## src/rtl/fifo_rd_stream.sv

```systemverilog
// Read-side FIFO drain into a registered valid/ready stream via a 2-entry skid buffer.
// Optional delivery counter enabled by defining FIFO_RD_STATS_EN.
module fifo_rd_stream #(
   parameter int DATA_WIDTH = 8,
   parameter int CNT_WIDTH  = 16
) (
   input  logic                  R_CLK,
   input  logic                  R_rst_n,
   input  logic                  F_Empty,
   input  logic [DATA_WIDTH-1:0] F_Data,
   output logic                  F_inc,
   input  logic                  Flush,
   output logic                  M_Valid,
   output logic [DATA_WIDTH-1:0] M_Data,
   input  logic                  M_Ready,
   output logic [CNT_WIDTH-1:0]  Rd_Count
);

   typedef enum logic [1:0] {
      S_EMPTY = 2'd0,
      S_ONE   = 2'd1,
      S_FULL  = 2'd2
   } state_t;

   state_t                r_state;
   state_t                w_state_nxt;
   logic [DATA_WIDTH-1:0] r_head;
   logic [DATA_WIDTH-1:0] r_tail;
   logic [DATA_WIDTH-1:0] w_head_nxt;
   logic [DATA_WIDTH-1:0] w_tail_nxt;
   logic                  w_pop;
   logic                  w_take;

   // Pop depends only on registered flag/state, so there is no path from M_Ready.
   // Held off during reset so nothing is popped until R_rst_n releases.
   assign w_pop   = ~F_Empty & (r_state != S_FULL) & ~Flush & R_rst_n;
   assign w_take  = M_Valid & M_Ready;
   assign F_inc   = w_pop;
   assign M_Valid = (r_state != S_EMPTY);
   assign M_Data  = r_head;

   always_comb begin
      w_state_nxt = r_state;
      w_head_nxt  = r_head;
      w_tail_nxt  = r_tail;
      if (Flush) begin
         w_state_nxt = S_EMPTY;
      end else begin
         case (r_state)
            S_EMPTY: begin
               if (w_pop) begin
                  w_state_nxt = S_ONE;
                  w_head_nxt  = F_Data;
               end
            end
            S_ONE: begin
               if (w_pop && !w_take) begin
                  w_state_nxt = S_FULL;
                  w_tail_nxt  = F_Data;
               end else if (w_pop && w_take) begin
                  w_head_nxt  = F_Data;
               end else if (w_take) begin
                  w_state_nxt = S_EMPTY;
               end
            end
            S_FULL: begin
               if (w_take) begin
                  w_state_nxt = S_ONE;
                  w_head_nxt  = r_tail;
               end
            end
            default: begin
               w_state_nxt = S_EMPTY;
            end
         endcase
      end
   end

   always_ff @(posedge R_CLK or negedge R_rst_n) begin
      if (!R_rst_n) begin
         r_state <= S_EMPTY;
         r_head  <= '0;
         r_tail  <= '0;
      end else begin
         r_state <= w_state_nxt;
         r_head  <= w_head_nxt;
         r_tail  <= w_tail_nxt;
      end
   end

`ifdef FIFO_RD_STATS_EN
   logic [CNT_WIDTH-1:0] r_rd_count;

   // A take coinciding with Flush is discarded, not delivered.
   always_ff @(posedge R_CLK or negedge R_rst_n) begin
      if (!R_rst_n) begin
         r_rd_count <= '0;
      end else if (w_take && !Flush) begin
         r_rd_count <= r_rd_count + 1'b1;
      end
   end

   assign Rd_Count = r_rd_count;
`else
   assign Rd_Count = '0;
`endif

endmodule

```

## config.mk

```make
export PLATFORM = sky130hd
export DESIGN_NAME = fifo_rd_stream
export DESIGN_NICKNAME = d
export VERILOG_FILES = /design/src/rtl/fifo_rd_stream.sv
export SDC_FILE = /design/constraint.sdc
export NUM_CORES = 1
export LEC_CHECK = 0
export ABC_AREA = 1
export CAP_MARGIN = 5
export CORE_MARGIN = 5
export CORE_UTILIZATION = 41
export CTS_BUF_LIST = sky130_fd_sc_hd__clkbuf_4 sky130_fd_sc_hd__clkbuf_8
export CTS_CLUSTER_DIAMETER = 200
export DETAILED_ROUTE_END_ITERATION = 10
export PLACE_DENSITY = 0.77
export SETUP_SLACK_MARGIN = 0.2
export SLEW_MARGIN = 20
export SYNTH_ARGS = -nofsm -noshare
export SYNTH_HDL_FRONTEND = slang
export SYNTH_SLANG_ARGS = --single-unit
```

## constraint.sdc

```tcl
create_clock -name R_CLK -period 1.3 [get_ports R_CLK]
set_clock_uncertainty 0.05 [all_clocks]
set_input_delay 0.195 -clock R_CLK [delete_from_list [all_inputs] [get_ports R_CLK]]
set_output_delay 0.195 -clock R_CLK [all_outputs]
set_load 0.02 [all_outputs]
```

## After elaboration in Yosys (flattened, before gate mapping)

Index checks and enable logic that the tools add are counted.

- Output and inout port bits: 26
- Logic and storage cells: 41
- Bits of input ports: 13
- Bits in registers: 18

- Reduce and logical (&&, ||, !) cells: 9
- Muxes and demuxes: 12
- Bitwise logic cells: 6
- Equal/unequal tests: 11

Operator list:

| cell | number |
|---|---|
| 2-to-1 mux 8 bit | 4 |
| one-hot mux 8 bit (3 select lines) | 1 |
| 2-to-1 mux 2 bit | 6 |
| != test 2 bit (second input constant) | 5 |
| != test 4 bit (second input constant) | 2 |
| != test 3 bit (second input constant) | 2 |
| one-hot mux 2 bit (3 select lines) | 1 |
| AND reduction 6 bit | 1 |
| AND 1 bit | 4 |
| AND reduction 4 bit | 1 |
| AND reduction 3 bit | 1 |
| nonzero test 3 bit | 1 |
| == test 2 x 1 -> 1 bit (second input constant) | 1 |
| == test 2 bit (second input constant) | 1 |
| logical AND 1 bit | 2 |
| logical NOT 2 bit | 1 |
| inverter 1 bit | 2 |
| nonzero test 2 bit | 1 |
| logical NOT 1 bit | 1 |

## Longest topological paths before layout

- Depth after elaboration: 9
- Depth in mapped cells: 7
- Depth with buffers taken out: 7

## Worst setup path after synthesis

OpenSTA, ideal clock, no wires.

- Path type: flip-flop to flip-flop
- Start: reg r_state[1]
- End: reg r_head[0], in the netlist M_Data[0]
- Data required time: 1.133 ns
- Buffers on the path: 0
- Library setup time: 0.117 ns
- Period minus slack after synthesis: 1.324 ns
- Arrival time: 1.157 ns
- Path slack: -0.024 ns
- Stages on the path, launching flop included: 7
- Cell sequence: dfrtp_1 inv_2 nand2_2 o21ai_4 nand2_4 nand2_1 nand2_1

- Elaborated cells on any way between the ends: 19
- Classes of those cells: eq/ne: 7; mux: 1; bitwise: 4; reduce/logical: 7

RTL lines:

| item | RTL line | source |
|---|---|---|
| start: declaration | 25 | `state_t r_state;` |
| start signal: assignment | 85 | `r_state <= w_state_nxt;` |
| nonzero test 2 bit (*) | 39 | `assign M_Valid = (r_state != S_EMPTY);` |
| net M_Valid | 13 | `output logic M_Valid,` |
| AND 1 bit (*) | 37 | `assign w_take = M_Valid & M_Ready;` |
| logical NOT 1 bit | 57 | `if (w_pop && !w_take) begin` |
| logical AND 1 bit | 57 |  |
| != test 2 bit (no line) | n/a |  |
| AND reduction 6 bit (no line) (*) | n/a |  |
| end signal: assignment | 86 | `r_head <= w_head_nxt;` |
| end: declaration | 27 | `logic [DATA_WIDTH-1:0] r_head;` |

The timed path passes the listed nets; every way through them passes the cells marked *.
A chain may end at the register's enable or synchronous reset.

## Worst setup path after layout

- Start: reg r_state[1]
- End: reg r_head[4], in the netlist M_Data[4]

- Cells in the longest elaborated chain, start to end: 7
- Elaborated cells on any way between the ends: 19
- Classes of those cells: eq/ne: 7; mux: 1; bitwise: 4; reduce/logical: 7

RTL lines:

| item | RTL line | source |
|---|---|---|
| != test 2 bit | 36 | `assign w_pop = ~F_Empty & (r_state != S_FULL) & ~Flush & R_rst_n;` |
| AND 1 bit (3 in a row) | 36 |  |
| logical AND 1 bit (on tied branches) | 60, 57 |  |
| != test 2 bit (no line) | n/a |  |
| AND reduction 6 bit (no line) | n/a |  |

Several ways; a longest one is shown, not always the timed one.

==> results.md <==
Global routing:
- Entering global routing, the biggest net connects 20 pins.
- For this run, the total global-route usage over all layers was measured as 0.1557.
- The first global-routing pass estimated 4381 µm of wire.
- The number of global-route vias before repair came to 952.
- The total grt overflow is 0.
- The number of antenna violations at the first check in global routing was 0.

Synth:
- The mapped cell area is 1095 µm².
- By count the netlist is led by 37 x sky130_fd_sc_hd__nand2_1, 18 x sky130_fd_sc_hd__dfrtp_1, 16 x sky130_fd_sc_hd__buf_4, 15 x sky130_fd_sc_hd__inv_1, 12 x sky130_fd_sc_hd__o21ai_0.
- The area share of the leading cell type in the synthesized netlist is 0.4114.
- In the synthesized netlist the async set-or-reset flop fraction comes to 1.000.
- The cell with the most instances after synthesis is sky130_fd_sc_hd__nand2_1.
- The unique cell type count in the Yosys netlist is 19.
- Yosys attributes the largest share of cell area to sky130_fd_sc_hd__dfrtp_1 41%, sky130_fd_sc_hd__nand2_1 13%, sky130_fd_sc_hd__buf_4 11%, sky130_fd_sc_hd__o21ai_0 5.5%, sky130_fd_sc_hd__inv_1 5.1%.
- During synthesis, Yosys emitted a total of 0 warnings.
- The synthesized design spends more area on one cell type than any other, namely sky130_fd_sc_hd__dfrtp_1.
- Synthesis inferred 18 register bits.
- The most instantiated flip-flop cell in the synthesis netlist is sky130_fd_sc_hd__dfrtp_1.
- The mean area per synthesized cell is 7.765 µm².
- The proportion of synthesized chip area in sequential cells is 0.4114.
- In this run, synthesis inferred 0 flip-flops with an integrated enable.
- The synthesized instance count is 141.

Critical path:
- The top fanout value on the critical path is 8.
- The worst flop-to-flop path endpoint is M_Data[4].
- The worst setup slack for register-to-register paths is -130 ps.
- The required time of the critical path is 1460 ps.
- The critical path goes through buf_6, nand2_4, nand3_4, buf_6, o21bai_4, nand2_4, nand2_1, nand2_1.
- The type of destination of the critical path is a register.
- The worst register-to-register path has a depth of 8.
- The startpoint class of the critical path is a register.
- The data arrival time of the critical path is 1590 ps.
- The cell family contributing the most delay on the critical path is flip-flops.
- Among all stages on the critical path, the largest delay is contributed by sky130_fd_sc_hd__dfrtp_2.
- The category of the most critical setup path is reg2reg.
- The startpoint of the worst register-to-register path is r_state[1].
- The stage delay of the slowest cell on the critical path is 450 ps.
- The critical path buffer and inverter count is 2.

STA:
- Setup slack on the critical path of the routed design comes to -134.4 ps.
- The setup violation total in the final timing report is 19.
- The worst path in the final design needs a cycle of 1434 ps, including I/O delays and setup.
- The max-slew violation count came to 0.
- Across all hold checks on the routed design, the worst slack comes to -54.62 ps.
- Setup repair after global routing could not meet its margin everywhere.
- Based on the critical path, the design can be clocked at up to 697.2 MHz.
- The final critical-path share of the clock period is 1.103.
- The number of hold violations in the final report is 18.

Final layout:
- At the end of the flow, the number of nets in the layout was 206.
- The layout cell share with drive strength beyond 1 is 0.4010.
- The non-filler instance count after layout is 222.
- After routing the design area is 1697 µm².
- The number of fill cells in the layout is 191.
- The final design utilization is 0.6726.
- The number of antenna repair diodes is 0.
- Relative to the synthesized area, the layout overhead comes to 54.97%.

Place:
- The routability congestion estimate is 0.9154.
- In this run the tool buffered the top-level ports with 22 buffer cells.
- The cell count after placement is 209.
- Summing all placed instances gives a cell area of 1446 µm².
- The post-detailed-placement half-perimeter wirelength is 1988 µm.

Detailed routing:
- The number of iterations in the first detailed-routing pass is 4.
- Using the TritonRoute via totals, the vias-per-cell ratio works out to 4.743.
- The detailed-route wire length is 2935 µm.
- The remaining routing DRC violations is 0.
- Summing over every cut layer, the via total after detailed routing is 1,053.
- The detail route stage leaves a number of antenna-violating nets equal to 0.
- The final routed wire length divided by cell count is 13.22 µm.
- The first-iteration detailed-routing DRC count is 51.

Power:
- Of the total power, the share spent switching nets is 0.3920.
- Cell internal power was estimated by the tool at 1.809 mW.
- The share of total power dissipated in sequential elements is 0.319.
- Power spread over the standard cell area amounts to 1754 nW/µm².
- The share of total power in combinational logic is 0.559.
- The total leakage power is 0.8825 nW.
- In this run the power spent charging and discharging nets is 1.167 mW.
- The relative contribution of the clock network to total power is 0.122.
- The maximum ir drop on the vdd rail is 1.329 mV.

Clock tree:
- The total number of clock tree sinks is 18.
- The clock insertion delay at the later pin of the skew report is 300 ps.
- The H-tree depth is 1.
- The TritonCTS clock tree is built.
- After clock tree synthesis, the clock-pin slew on the worst setup and hold paths is 110 ps.
- TritonCTS created 3 clock buffers.
- No sink is reached through more buffers than the 2 on the longest clock path.
- The cell sitting at the root of the clock tree is a sky130_fd_sc_hd__clkbuf_4.

Die:
- The die is 61.68 µm tall.
- The overall die area is 3804 µm².
- For this configuration, the core starts out at a cell density of 0.4340.
- The chip width is 61.68 µm.
- In this run the count of I/O pins placed on the die edge is 39.
- Row generation in the floorplan step produced 18 rows.
- After floorplanning, the core was sized to cover 2522 µm².

Flow run:
- Max-cap violations in this run came to 0.

Worst hold path:
- The path class of the tightest hold or removal check is in2async.

Status:
- The checks that failed: hold timing, setup timing.
- The run finished, with violations left.
-- power groups by stage --
stage          clock [mW]  combinational, mW  sequential, mW
2_1_floorplan           0              0.604            1.07
3_5_place_dp            0               1.35           0.928
3_3_place_gp            0               1.32           0.917
6_report            0.362               1.66           0.949
4_1_cts             0.367               1.39           0.931
5_1_grt             0.386               1.81           0.975
-- area by class of cell --
| cell class | instances | area (µm²) | area share |
|---|---|---|---|
| multi-input cells | 103 | 588.1 | 0.3466 |
| well taps | 30 | 37.54 | 0.02212 |
| flip-flops and latches | 18 | 451.7 | 0.2662 |
| inverters | 17 | 68.82 | 0.04056 |
| repair buffers | 50 | 514.2 | 0.3031 |
| clock buffers | 4 | 36.28 | 0.02139 |
-- per-layer routing --
| metal | vias up | share of wire | global-route usage |
|---|---|---|---|
| met1 | 484 | 0.41 | 0.2041 |
| met2 | 43 | 0.53 | 0.2601 |
| met4 | 0 | 0.010 | 0.06970 |
| met5 | - | 0 | 0 |
| li1 | 521 | - | - |
| met3 | 5 | 0.054 | 0.01258 |
-- layout by cell type (no fill, tap or decap), types with 3 or more instances in the layout --
cell | netlist | final
sky130_fd_sc_hd__buf_4 | 16 | 18
sky130_fd_sc_hd__buf_6 | 1 | 16
sky130_fd_sc_hd__clkbuf_4 | 0 | 3
sky130_fd_sc_hd__clkdlybuf4s50_1 | 0 | 11
sky130_fd_sc_hd__conb_1 | 1 | 16
sky130_fd_sc_hd__dfrtp_1 | 18 | 17
sky130_fd_sc_hd__inv_1 | 15 | 13
sky130_fd_sc_hd__inv_2 | 2 | 3
sky130_fd_sc_hd__nand2_1 | 37 | 27
sky130_fd_sc_hd__nand2_2 | 2 | 10
sky130_fd_sc_hd__nand2_4 | 2 | 4
sky130_fd_sc_hd__nand3_1 | 11 | 10
sky130_fd_sc_hd__nand4_1 | 4 | 4
sky130_fd_sc_hd__nor2_1 | 10 | 7
sky130_fd_sc_hd__nor2_4 | 1 | 3
sky130_fd_sc_hd__o21ai_0 | 12 | 8
sky130_fd_sc_hd__o21ai_2 | 0 | 8
-- per-stage QoR --
step,setup slack (ps),TNS (ps),total power [mW]
4_1_cts,-112.3,-1328,2.688
5_1_grt,-234.2,-3262,3.174
2_1_floorplan,22.21,0,1.677
6_report,-134.4,-1969,2.976
3_5_place_dp,-714.7,-10040,2.276
3_3_place_gp,-644.6,-9462,2.234
-- worst max path at each step --
| stage | slack (ps) | from | depth (start not counted) | to |
|---|---|---|---|---|
| after floorplan | 20 | r_state[1] | 6 | M_Data[0] |
| after global placement | -640 | R_rst_n | 6 | F_inc |
| after detailed placement | -710 | R_rst_n | 6 | F_inc |
| after CTS | -110 | r_state[1] | 5 | F_inc |
| after global routing | -230 | r_state[1] | 8 | M_Data[1] |
| final | -130 | r_state[1] | 8 | M_Data[4] |
-- repair_timing --
item                                   CTS  global route
setup endpoints to repair               28            28
pin swaps                                8            10
gates cloned                             0             1
gates resized for setup                 71            29
buffers inserted                         4             4
endpoints found under the hold margin   18            18
-- registers in the layout, summed over array words and instances, names as in the netlist --
name and count:
r_state 2, M_Data 8, r_tail 8
-- logic make-up after synthesis --
logic type | after synthesis | share of synthesized area
and+or+nand+nor | 68 | 0.2926
buffers and inverters | 35 | 0.1829
AOI/OAI and AO/OA | 19 | 0.1097
DFF | 18 | 0.4114
other | 1 | 0.003425
Power figures use the tool's default switching activity.
